--- src/rtl/tmds_channel_encoder.sv ---
// TMDS 8b/10b channel encoder: stage 1 builds the transition-minimised word q_m,
// stage 2 applies DC balancing against a running disparity or emits control tokens.
module tmds_channel_encoder (
  input  logic       clk_pixel_in,
  input  logic       rst_in,
  input  logic [7:0] data_in,
  input  logic [1:0] control_in,
  input  logic       ve_in,
  output logic [9:0] tmds_out
);

  function automatic logic [3:0] popcount8(input logic [7:0] v);
    logic [3:0] n;
    n = 4'd0;
    for (int i = 0; i < 8; i++) begin
      n = n + {3'd0, v[i]};
    end
    return n;
  endfunction

  function automatic logic [7:0] prefix_xor(input logic [7:0] v);
    logic [7:0] p;
    p[0] = v[0];
    for (int i = 1; i < 8; i++) begin
      p[i] = p[i-1] ^ v[i];
    end
    return p;
  endfunction

  logic [8:0]        q_m_d, q_m_q;
  logic              ve_d, ve_q;
  logic [1:0]        ctrl_d, ctrl_q;
  logic [9:0]        tmds_d, tmds_q;
  logic signed [4:0] cnt_d, cnt_q;

  logic [3:0]        n1_s, n1q_s;
  logic              use_xnor_s;
  logic signed [5:0] diff_s, cnt_ext_s, sum_s;

  // An XNOR chain equals the XOR prefix with every odd-position bit inverted.
  always_comb begin
    n1_s       = popcount8(data_in);
    use_xnor_s = (n1_s > 4'd4) || ((n1_s == 4'd4) && !data_in[0]);
    q_m_d      = {~use_xnor_s, prefix_xor(data_in) ^ (use_xnor_s ? 8'hAA : 8'h00)};
    ve_d       = ve_in;
    ctrl_d     = control_in;
  end

  // diff_s is N1q - N0q; sums are done one bit wider, the result always fits cnt.
  always_comb begin
    n1q_s     = popcount8(q_m_q[7:0]);
    diff_s    = $signed({1'b0, n1q_s, 1'b0}) - 6'sd8;
    cnt_ext_s = {cnt_q[4], cnt_q};
    sum_s     = 6'sd0;
    tmds_d    = 10'h000;
    cnt_d     = 5'sd0;
    if (!ve_q) begin
      case (ctrl_q)
        2'b00:   tmds_d = 10'h354;
        2'b01:   tmds_d = 10'h0AB;
        2'b10:   tmds_d = 10'h154;
        2'b11:   tmds_d = 10'h2AB;
        default: tmds_d = 10'h354;
      endcase
      cnt_d = 5'sd0;
    end else if ((cnt_q == 5'sd0) || (n1q_s == 4'd4)) begin
      tmds_d = {~q_m_q[8], q_m_q[8], q_m_q[8] ? q_m_q[7:0] : ~q_m_q[7:0]};
      sum_s  = q_m_q[8] ? (cnt_ext_s + diff_s) : (cnt_ext_s - diff_s);
      cnt_d  = sum_s[4:0];
    end else if ((!cnt_q[4] && (n1q_s > 4'd4)) || (cnt_q[4] && (n1q_s < 4'd4))) begin
      tmds_d = {1'b1, q_m_q[8], ~q_m_q[7:0]};
      sum_s  = cnt_ext_s + $signed({4'b0000, q_m_q[8], 1'b0}) - diff_s;
      cnt_d  = sum_s[4:0];
    end else begin
      tmds_d = {1'b0, q_m_q[8], q_m_q[7:0]};
      sum_s  = cnt_ext_s - $signed({4'b0000, ~q_m_q[8], 1'b0}) + diff_s;
      cnt_d  = sum_s[4:0];
    end
  end

  always_ff @(posedge clk_pixel_in) begin
    if (rst_in) begin
      q_m_q  <= 9'd0;
      ve_q   <= 1'b0;
      ctrl_q <= 2'b00;
      tmds_q <= 10'h000;
      cnt_q  <= 5'sd0;
    end else begin
      q_m_q  <= q_m_d;
      ve_q   <= ve_d;
      ctrl_q <= ctrl_d;
      tmds_q <= tmds_d;
      cnt_q  <= cnt_d;
    end
  end

  assign tmds_out = tmds_q;

endmodule
--- config.mk ---
export PLATFORM = sky130hd
export DESIGN_NAME = tmds_channel_encoder
export DESIGN_NICKNAME = d
export VERILOG_FILES = /design/src/rtl/tmds_channel_encoder.sv
export SDC_FILE = /design/constraint.sdc
export NUM_CORES = 1
export LEC_CHECK = 0
export ABC_AREA = 1
export BUFFER_PORTS_ARGS = -buffer_cell sky130_fd_sc_hd__buf_2
export CORE_ASPECT_RATIO = 2
export CORE_MARGIN = 5
export CORE_UTILIZATION = 28
export DETAILED_ROUTE_END_ITERATION = 10
export SLEW_MARGIN = 20
export SYNTH_ARGS = -nofsm -noshare
export SYNTH_HDL_FRONTEND = slang
export SYNTH_SLANG_ARGS = --single-unit
export TNS_END_PERCENT = 100
--- constraint.sdc ---
create_clock -name clk_pixel_in -period 8.1 [get_ports clk_pixel_in]
set_input_delay 0.405 -clock clk_pixel_in [delete_from_list [all_inputs] [get_ports clk_pixel_in]]
set_output_delay 0.405 -clock clk_pixel_in [all_outputs]
set_load 0.01 [all_outputs]
==> flow_summary.yaml, run 1 <==
run_status:
  status: "complete, no violations"
global_routing:
  grt_use_total: 0.1027
  grt_pass1_wl_mm: 7.783
  antenna_found_initial: 0
  grt_pass1_vias: 1775
  grt_max_degree: 16
  grt-ovfl-total: 0
die:
  die_w_um: 70.83
  initial_core_util: 0.2851
  die_area_um2: 9324
  io_pins: 23
  core_um2: 7267
  placementRows: 44
  die_h_um: 131.7
layout:
  register_area_um2: 520.5
  syn_to_final_growth_pct: 14.73
  antenna_cells: 0
  multi_input_area_um2: 1305
  drive_above_1_share: 0.1582
  layout.nets: 345
  fillers: 797
clock_tree:
  tritoncts.num_buffers: 3
  post-cts-setup-buffer-count: 0
  insertion_delay_ns: 0.26
  cts-htree-levels: 1
  cts.sink_count: 26
  cts_resized: 0
  tritoncts: "done"
  cts_hold_buf: 0
  clk_pin_slew_worst_paths_ns: 0.06
  root_buffer: "clkbuf_16"
  cts_buffer_depth: 2
critical_path:
  crit_path_start_kind: "register"
  reg2reg_from: "q_m_q[0]$_SDFF_PP0_"
  cp_cell_sequence: "inv_1 > fa_1 > fa_1 > fa_1 > inv_1 > ha_1 > inv_1 > fa_1 > ha_1 > nand2_1 > o21ai_0 > ha_1 > a21o_1 > a21oi_1 > xnor2_1 > nand2_1 > nand2_1 > nand2_1 > a21oi_1"
  crit_buf_inv: 3
  slowest_stage: "fa_1"
  cp-end-kind: "register"
  cp_top_family: "adder cells"
  cp-startpoint: "q_m_q[0]$_SDFF_PP0_"
  critical_path_required_ns: 8.30
  path_max_fanout: 5
  crit_type: "register to register"
  arrival_ns: 4.48
  critPathMaxStageDelay_ns: 0.56
detailed_routing:
  wl_met3_um: 108
  drtIter0Drc: 31
  via_count: 1735
  firstDrtPassIters: 4
  ant_nets: 0
  drc: 0
  wl_met1_mm: 1.567
  dr_wl_met2_mm: 2.648
  drt-total-wl_mm: 4.493
  dr.max_layer_used: "met4"
  avgViaCountPerCell: 4.460
  post_drt_wl_per_cell_um: 11.55
sta:
  hold_viol_final: 0
  skew_ns: 0.002910
  worst_pin_slew_ns: 0.5401
  rsz0062_at_grt: "no"
  finalMaxSlewViolations: 0
  period_minus_slack_ns: 4.282
  max_freq_mhz: 233.5
  setup_viol: 0
  period_share: 0.5287
  fin_setup_tns_ns: 0
  relSlewSlack: 0.6361
logic_synthesis:
  synth_top_cell_area_share: 0.2512
  synth_area_leader_cell: "dfxtp_1"
  synth_seq_cells: 26
  syn_avg_cell_area_um2: 7.590
  synth_nets: 320
  yosysSeqAreaShare: 0.2512
  synthCells: 273
  yosysWarnings: 0
  syn_area_um2: 2072
  synth_area_leaders: "dfxtp_1 25%, ha_1 13%, fa_1 13%"
  ys_types: 30
worst_hold_path:
  hold_class: "input port to register"
  hold_start: "ve_in"
placement:
  gp_congestion: 0.8570
  dp_hpwl_mm: 3.908
  port_buffers: 22
job:
  cap_violations: 0
area by class of cell:
type	instances	area share
tap	92	0.04842
multi-input combinational	183	0.5489
clock buffer	4	0.03737
sequential	26	0.2189
inverter	62	0.1000
timing repair buffer	22	0.04632
worst reg2reg max path, cell delays in order, from the launching register on:
cell     delay [ns]
dfxtp_1        0.30
inv_1          0.07
fa_1           0.56
fa_1           0.44
fa_1           0.49
inv_1          0.04
ha_1           0.18
inv_1          0.07
fa_1           0.48
ha_1           0.34
nand2_1        0.06
o21ai_0        0.15
ha_1           0.31
a21o_1         0.16
a21oi_1        0.15
xnor2_1        0.13
nand2_1        0.08
nand2_1        0.07
nand2_1        0.05
a21oi_1        0.11
through the flow:
stage | util | cells | hold slack (ns) | worst slack, ns | area [um2]
CTS | 0.3271 | 389 | 0.3432 | 3.805 | 2377
floorplan | - | 273 | 0.4792 | 4.037 | 2072
global route | 0.3271 | 389 | 0.3512 | 3.430 | 2377
global placement | 0.3149 | 385 | 0.5219 | 3.923 | 2288
finish | 0.3271 | 389 | 0.3389 | 3.818 | 2377
detailed placement | 0.3149 | 385 | 0.5223 | 3.814 | 2288
registers in the layout, summed over array words and instances, names as in the netlist:
register and cells:
cnt_q 4, q_m_q 9, ve_q 1, tmds_out 10
ctrl_q 2
Yosys cell counts, drive strengths merged:
library cell  number
buf                1
a21o               1
o211ai             2
xnor2              3
nor2              14
ha                21
nand4              1
inv               62
o21ai             21
a21oi             13
clkbuf             1
or2                2
a211oi             1
xor2               6
fa                13
o22ai              1
nand3b             1
dfxtp             26
nand3             17
nand2             58
nor3               8
layer usage:
metal	track usage	vias up
met4	0.04916	0
li1	-	894
met3	0.01300	13
met1	0.09915	800
met5	0	-
met2	0.2032	28
cell families (layout without fill, tap and decap cells):
logic type	Yosys count	in the layout	share of synthesized area
compound gates	39	39	0.09964
xor+xnor	9	9	0.03805
fa+ha+maj	34	34	0.2524
buf+inv	64	88	0.1190
flops	26	26	0.2512
simple gates	101	101	0.2397
worst paths after layout:
path                                               end  cells past startpoint  slack, ns
worst max register to register     cnt_q[4]$_SDFF_PP0_                     19       3.82
worst max-delay path               cnt_q[4]$_SDFF_PP0_                     19       3.82
worst min register to register  tmds_out[6]$_SDFF_PP0_                      3       0.53
worst min-delay path                   ve_q$_SDFF_PP0_                      3       0.34
cells in the final DEF, fill, tap and decap left out, types with 2 or more instances in the layout:
cell / synthesis / layout
buf_2: 1 / 22
nor3_1: 7 / 7
o21ai_0: 19 / 19
o211ai_1: 2 / 2
nand3_2: 2 / 2
inv_2: 2 / 2
ha_1: 21 / 21
xor2_1: 6 / 6
dfxtp_1: 26 / 26
inv_1: 59 / 59
nand2_4: 3 / 3
nand2_1: 45 / 45
xnor2_1: 3 / 3
nor2_1: 14 / 14
clkbuf_16: 0 / 3
a21oi_1: 13 / 13
o21ai_1: 2 / 2
fa_1: 13 / 13
nand3_1: 14 / 14
nand2_2: 10 / 10
Power of run 1 is not shown: default switching activity piles up to over one toggle a cycle in this logic, so the estimate is an artifact.
==> inputs of run 2 (changes only) <==
clock period = 3.66 ns   (was 8.1 ns; I/O delays follow)
==> run 2 against run 1 <==
The run now ends with setup timing left. Critical path depth unchanged. Fmax up 4.6%. Setup slack got worse by 4.3 ns. Critical path type unchanged. Critical endpoint unchanged. Highest routed layer unchanged.
==> flow_summary.yaml, run 2 (same netlist as run 1, synthesis figures left out) <==
die:
  die_h_um: 131.7
  placementRows: 44
  die_w_um: 70.83
  io_pins: 23
  initial_core_util: 0.2851
  die_area_um2: 9324
  core_um2: 7267
clock_tree:
  tritoncts: "done"
  tritoncts.num_buffers: 3
  clk_pin_slew_worst_paths_ns: 0.07
  cts_hold_buf: 0
  cts_buffer_depth: 2
  root_buffer: "clkbuf_16"
  cts.sink_count: 26
  insertion_delay_ns: 0.26
  cts-htree-levels: 1
global_routing:
  grt_max_degree: 16
  grt_pass1_vias: 1936
  grt_use_total: 0.1133
  grt-ovfl-total: 0
  antenna_found_initial: 0
  grt_pass1_wl_mm: 8.569
layout:
  antenna_cells: 0
  fillers: 780
  mostFrequentLayoutCells: "55 x inv_1, 44 x nand2_1, 25 x dfxtp_1"
  layout_commonest_cell: "inv_1"
  finalCoreUtilization: 0.3688
  syn_to_final_growth_pct: 29.35
  final_cells: 412
  layout.nets: 368
  largest_reg_flops: 10
  drive_above_1_share: 0.2875
critical_path:
  path_max_fanout: 3
  worstReg2RegEnd: "cnt_q[4]$_SDFF_PP0_"
  crit_path_start_kind: "register"
  critical_path_required_ns: 3.86
  cp-end-kind: "register"
  arrival_ns: 4.29
  crit_type: "register to register"
  rr_worst_depth: 19
  reg2reg_from: "q_m_q[0]$_SDFF_PP0_"
  r2r_slack_ns: -0.44
placement:
  port_buffers: 22
  dp.cells: 405
  dp_hpwl_mm: 4.233
  dpl_worst_slack_ns: -0.4965
  gp_congestion: 0.8109
detailed_routing:
  firstDrtPassIters: 4
  post_drt_wl_per_cell_um: 11.93
  drt-total-wl_mm: 4.914
  via_count: 1826
  drtIter0Drc: 30
  drc: 0
  avgViaCountPerCell: 4.432
  ant_nets: 0
sta:
  skew_ns: 0.005890
  period_minus_slack_ns: 4.096
  rsz0062_at_grt: "yes"
  period_share: 1.119
  relSlewSlack: 0.6705
  worst_pin_slew_ns: 0.4891
  max_freq_mhz: 244.1
  fin_setup_tns_ns: -2.098
  worst_slack_ns: -0.4361
  hold_viol_final: 0
  finalMaxSlewViolations: 0
  setup_viol: 12
worst_hold_path:
  min_to: "ctrl_q[0]$_SDFF_PP0_"
  hold_class: "input port to register"
  hold_start: "control_in[0]"
  min_path_cells: 3
run_status:
  violations: "setup timing"
  status: "finished, violations left"
job:
  cap_violations: 0
run 2: cell count changes in the layout (fill, tap and decap cells not counted), sizes merged:
cell    delta
clkbuf     -1
bufinv     +1
buf       +21
nand2      +1
inv        +1
run 2: final cells by class:
cell class | count | area, um2 | share of cell area
tap | 92 | 115.1 | 0.04295
clock inverter | 1 | 30.03 | 0.01120
timing repair buffer | 43 | 284.0 | 0.1060
timing repair inverter | 1 | 6.256 | 0.002334
multi-input combinational | 184 | 1408 | 0.5252
clock buffer | 3 | 75.07 | 0.02801
inverter | 62 | 240.2 | 0.08964
sequential | 26 | 521.8 | 0.1947
run 2: stage by stage:
stage               hold WS, ns  instance area [um2]
global placement         0.3887                 2522
detailed placement       0.3940                 2522
CTS                      0.1193                 2664
global route             0.1351                 2680
floorplan                0.2623                 2143
finish                   0.1181                 2680
run 2: how the worst max path moves through the flow:
stage                        start                  end  slack [ns]  cells after the start
2_1_floorplan  q_m_q[0]$_SDFF_PP0_  cnt_q[4]$_SDFF_PP0_       -0.34                     19
3_3_place_gp   q_m_q[0]$_SDFF_PP0_  cnt_q[4]$_SDFF_PP0_       -0.37                     19
3_5_place_dp   q_m_q[0]$_SDFF_PP0_  cnt_q[4]$_SDFF_PP0_       -0.50                     19
4_1_cts        q_m_q[0]$_SDFF_PP0_  cnt_q[4]$_SDFF_PP0_       -0.45                     19
5_1_grt        q_m_q[0]$_SDFF_PP0_  cnt_q[4]$_SDFF_PP0_       -0.66                     19
6_report       q_m_q[0]$_SDFF_PP0_  cnt_q[4]$_SDFF_PP0_       -0.44                     19
run 2: repair_timing:
| action | 4_1_cts | 5_1_grt |
|---|---|---|
| resized for setup | 7 | 2 |
| setup buffers | 0 | 1 |
| pin swaps | 9 | 2 |
| hold endpoints to repair | 0 | 0 |
| cloned | 2 | 0 |
| endpoints found under the setup margin | 13 | 13 |
run 2: metal layers:
layer | global-route usage | routed length, um
met1 | 0.1096 | 1661
met2 | 0.2223 | 2884
met3 | 0.01147 | 115
met4 | 0.06172 | 252
met5 | 0 | 0
run 2: critical path: stages (launching register included):
cell	delay [ns]
dfxtp_2	0.32
inv_2	0.04
fa_1	0.55
fa_1	0.44
fa_1	0.45
inv_1	0.07
ha_2	0.18
inv_2	0.04
fa_2	0.59
ha_4	0.22
nand2_2	0.06
o21ai_2	0.07
ha_1	0.28
a21o_1	0.16
a21oi_2	0.12
xnor2_1	0.13
nand2_1	0.08
nand2_1	0.07
nand2_1	0.06
a21oi_2	0.11
Power of run 2 is left out for the same reason.
==> inputs of run 3 (changes only) <==
--- a/config.mk
+++ b/config.mk
@@ -13,2 +13,3 @@
 export DETAILED_ROUTE_END_ITERATION = 10
+export GPL_ROUTABILITY_DRIVEN = 0
 export SLEW_MARGIN = 20
==> constraint.sdc (replaced) <==
create_clock -name clk_pixel_in -period 3.66 [get_ports clk_pixel_in]
set_input_delay 0 -clock clk_pixel_in [delete_from_list [all_inputs] [get_ports clk_pixel_in]]
set_output_delay 0 -clock clk_pixel_in [all_outputs]
set_load 0.01 [all_outputs]
==> run 3 against run 2 <==
The run still ends with setup timing left. Via count is 0.44% higher. Die area stayed put. First-iteration DRC count is 17% higher. Largest cell class unchanged. Critical path type unchanged.
==> flow_summary.yaml, run 3 (same netlist as run 1, synthesis figures left out) <==
run_status:
  status: "finished, violations left"
  violations: "setup timing"
layout:
  mostFrequentLayoutCells: "55 x inv_1, 43 x nand2_1, 25 x dfxtp_1"
  syn_to_final_growth_pct: 31.76
  fillers: 776
  register_area_um2: 521.8
  drive_above_1_share: 0.2901
  multi_input_area_um2: 1418
  final_cells: 416
  finalCoreUtilization: 0.3757
  antenna_cells: 0
  layout_commonest_cell: "inv_1"
  final_cell_area_um2: 2730
  largest_reg_flops: 10
  layout.nets: 372
die:
  placementRows: 44
  die_h_um: 131.7
  die_area_um2: 9324
  io_pins: 23
  initial_core_util: 0.2851
  core_um2: 7267
  die_w_um: 70.83
worst_hold_path:
  min_path_cells: 3
  hold_class: "input port to register"
placement:
  dp_hpwl_mm: 4.233
  place_area_um2: 2522
  port_buffers: 22
  dp.cells: 405
clock_tree:
  cts_buffer_depth: 2
  clk_pin_slew_worst_paths_ns: 0.07
  insertion_delay_ns: 0.26
  cts.sink_count: 26
  cts-htree-levels: 1
  tritoncts.num_buffers: 3
  root_buffer: "clkbuf_16"
  tritoncts: "done"
global_routing:
  grt_pass1_vias: 1947
  grt_max_degree: 16
  grt-ovfl-total: 0
  grt_use_total: 0.1147
  antenna_found_initial: 0
  grt_pass1_wl_mm: 8.652
detailed_routing:
  drtIter0Drc: 35
  ant_nets: 0
  drt-total-wl_mm: 4.959
  firstDrtPassIters: 4
  drc: 0
  via_count: 1834
  avgViaCountPerCell: 4.409
  post_drt_wl_per_cell_um: 11.92
critical_path:
  crit_type: "register to register"
  path_max_fanout: 3
  critical_path_required_ns: 3.86
  crit_path_start_kind: "register"
  cp-end-kind: "register"
  arrival_ns: 4.29
  rr_worst_depth: 19
sta:
  rsz0062_at_grt: "yes"
  max_freq_mhz: 244.2
  period_minus_slack_ns: 4.096
  relSlewSlack: 0.6705
  worst_slack_ns: -0.4358
  setup_viol: 12
  period_share: 1.119
  finalMaxSlewViolations: 0
  worst_pin_slew_ns: 0.4891
  hold_viol_final: 0
  skew_ns: 0.005701
job:
  cap_violations: 0
[run 3: changes by cell type in the layout (fill, tap and decap cells not counted)]
| cell | previous run | this run |
|---|---|---|
| xor2_1 | 6 | 5 |
| o21ai_1 | 3 | 4 |
| nand2_2 | 12 | 13 |
| xor2_2 | 0 | 1 |
| dlygate4sd3_1 | 0 | 4 |
| nand2_1 | 44 | 43 |
| o21ai_0 | 17 | 16 |
[run 3: final cells by class]
cell class	count	area share
clock buffers	3	0.02750
clock inverters	1	0.01100
inverters	62	0.08799
multi-input cells	184	0.5192
flip-flops and latches	26	0.1911
well taps	92	0.04216
repair buffers	47	0.1187
repair inverters	1	0.002291
[run 3: path summary, 6_finish.rpt]
kind                            start                     end  slack (ns)
setup / recovery  q_m_q[0]$_SDFF_PP0_     cnt_q[4]$_SDFF_PP0_       -0.44
hold reg to reg   q_m_q[6]$_SDFF_PP0_  tmds_out[6]$_SDFF_PP0_        0.55
setup reg to reg  q_m_q[0]$_SDFF_PP0_     cnt_q[4]$_SDFF_PP0_       -0.44
hold / removal             data_in[6]     q_m_q[6]$_SDFF_PP0_        0.03
[run 3: metal layers]
metal,global-route usage,vias to the layer above,share of wire
met4,0.06172,0,0.051
met1,0.1101,836,0.33
met5,0,-,0
met3,0.01147,18,0.024
li1,-,945,-
met2,0.2265,35,0.59
[run 3: worst max-delay path: stages (launching register included)]
cell and delay, ns:
dfxtp_2 0.32, inv_2 0.04, fa_1 0.55, fa_1 0.44
fa_1 0.45, inv_1 0.07, ha_2 0.18, inv_2 0.04
fa_2 0.59, ha_4 0.22, nand2_2 0.06, o21ai_2 0.07
ha_1 0.28, a21o_1 0.16, a21oi_2 0.12, xnor2_1 0.13
nand2_1 0.08, nand2_1 0.07, nand2_1 0.06, a21oi_2 0.11
[run 3: stage by stage]
stage,setup slack (ns),TNS (ns),hold WS [ns]
after floorplan,-0.3388,-0.6939,0.07931
final,-0.4358,-2.097,0.02883
after detailed placement,-0.4965,-2.886,0.2110
after CTS,-0.4492,-2.305,0.02645
after global routing,-0.6578,-4.287,0.04906
after global placement,-0.3695,-1.814,0.2057
[run 3: timing repair]
action	4_1_cts	5_1_grt
gates cloned	2	0
hold buffers	4	0
endpoints found under the setup margin	13	16
endpoints found under the hold margin	4	0
pin swaps	9	2
gates resized for setup	7	5
buffers inserted	0	1
Power of run 3 is left out for the same reason.
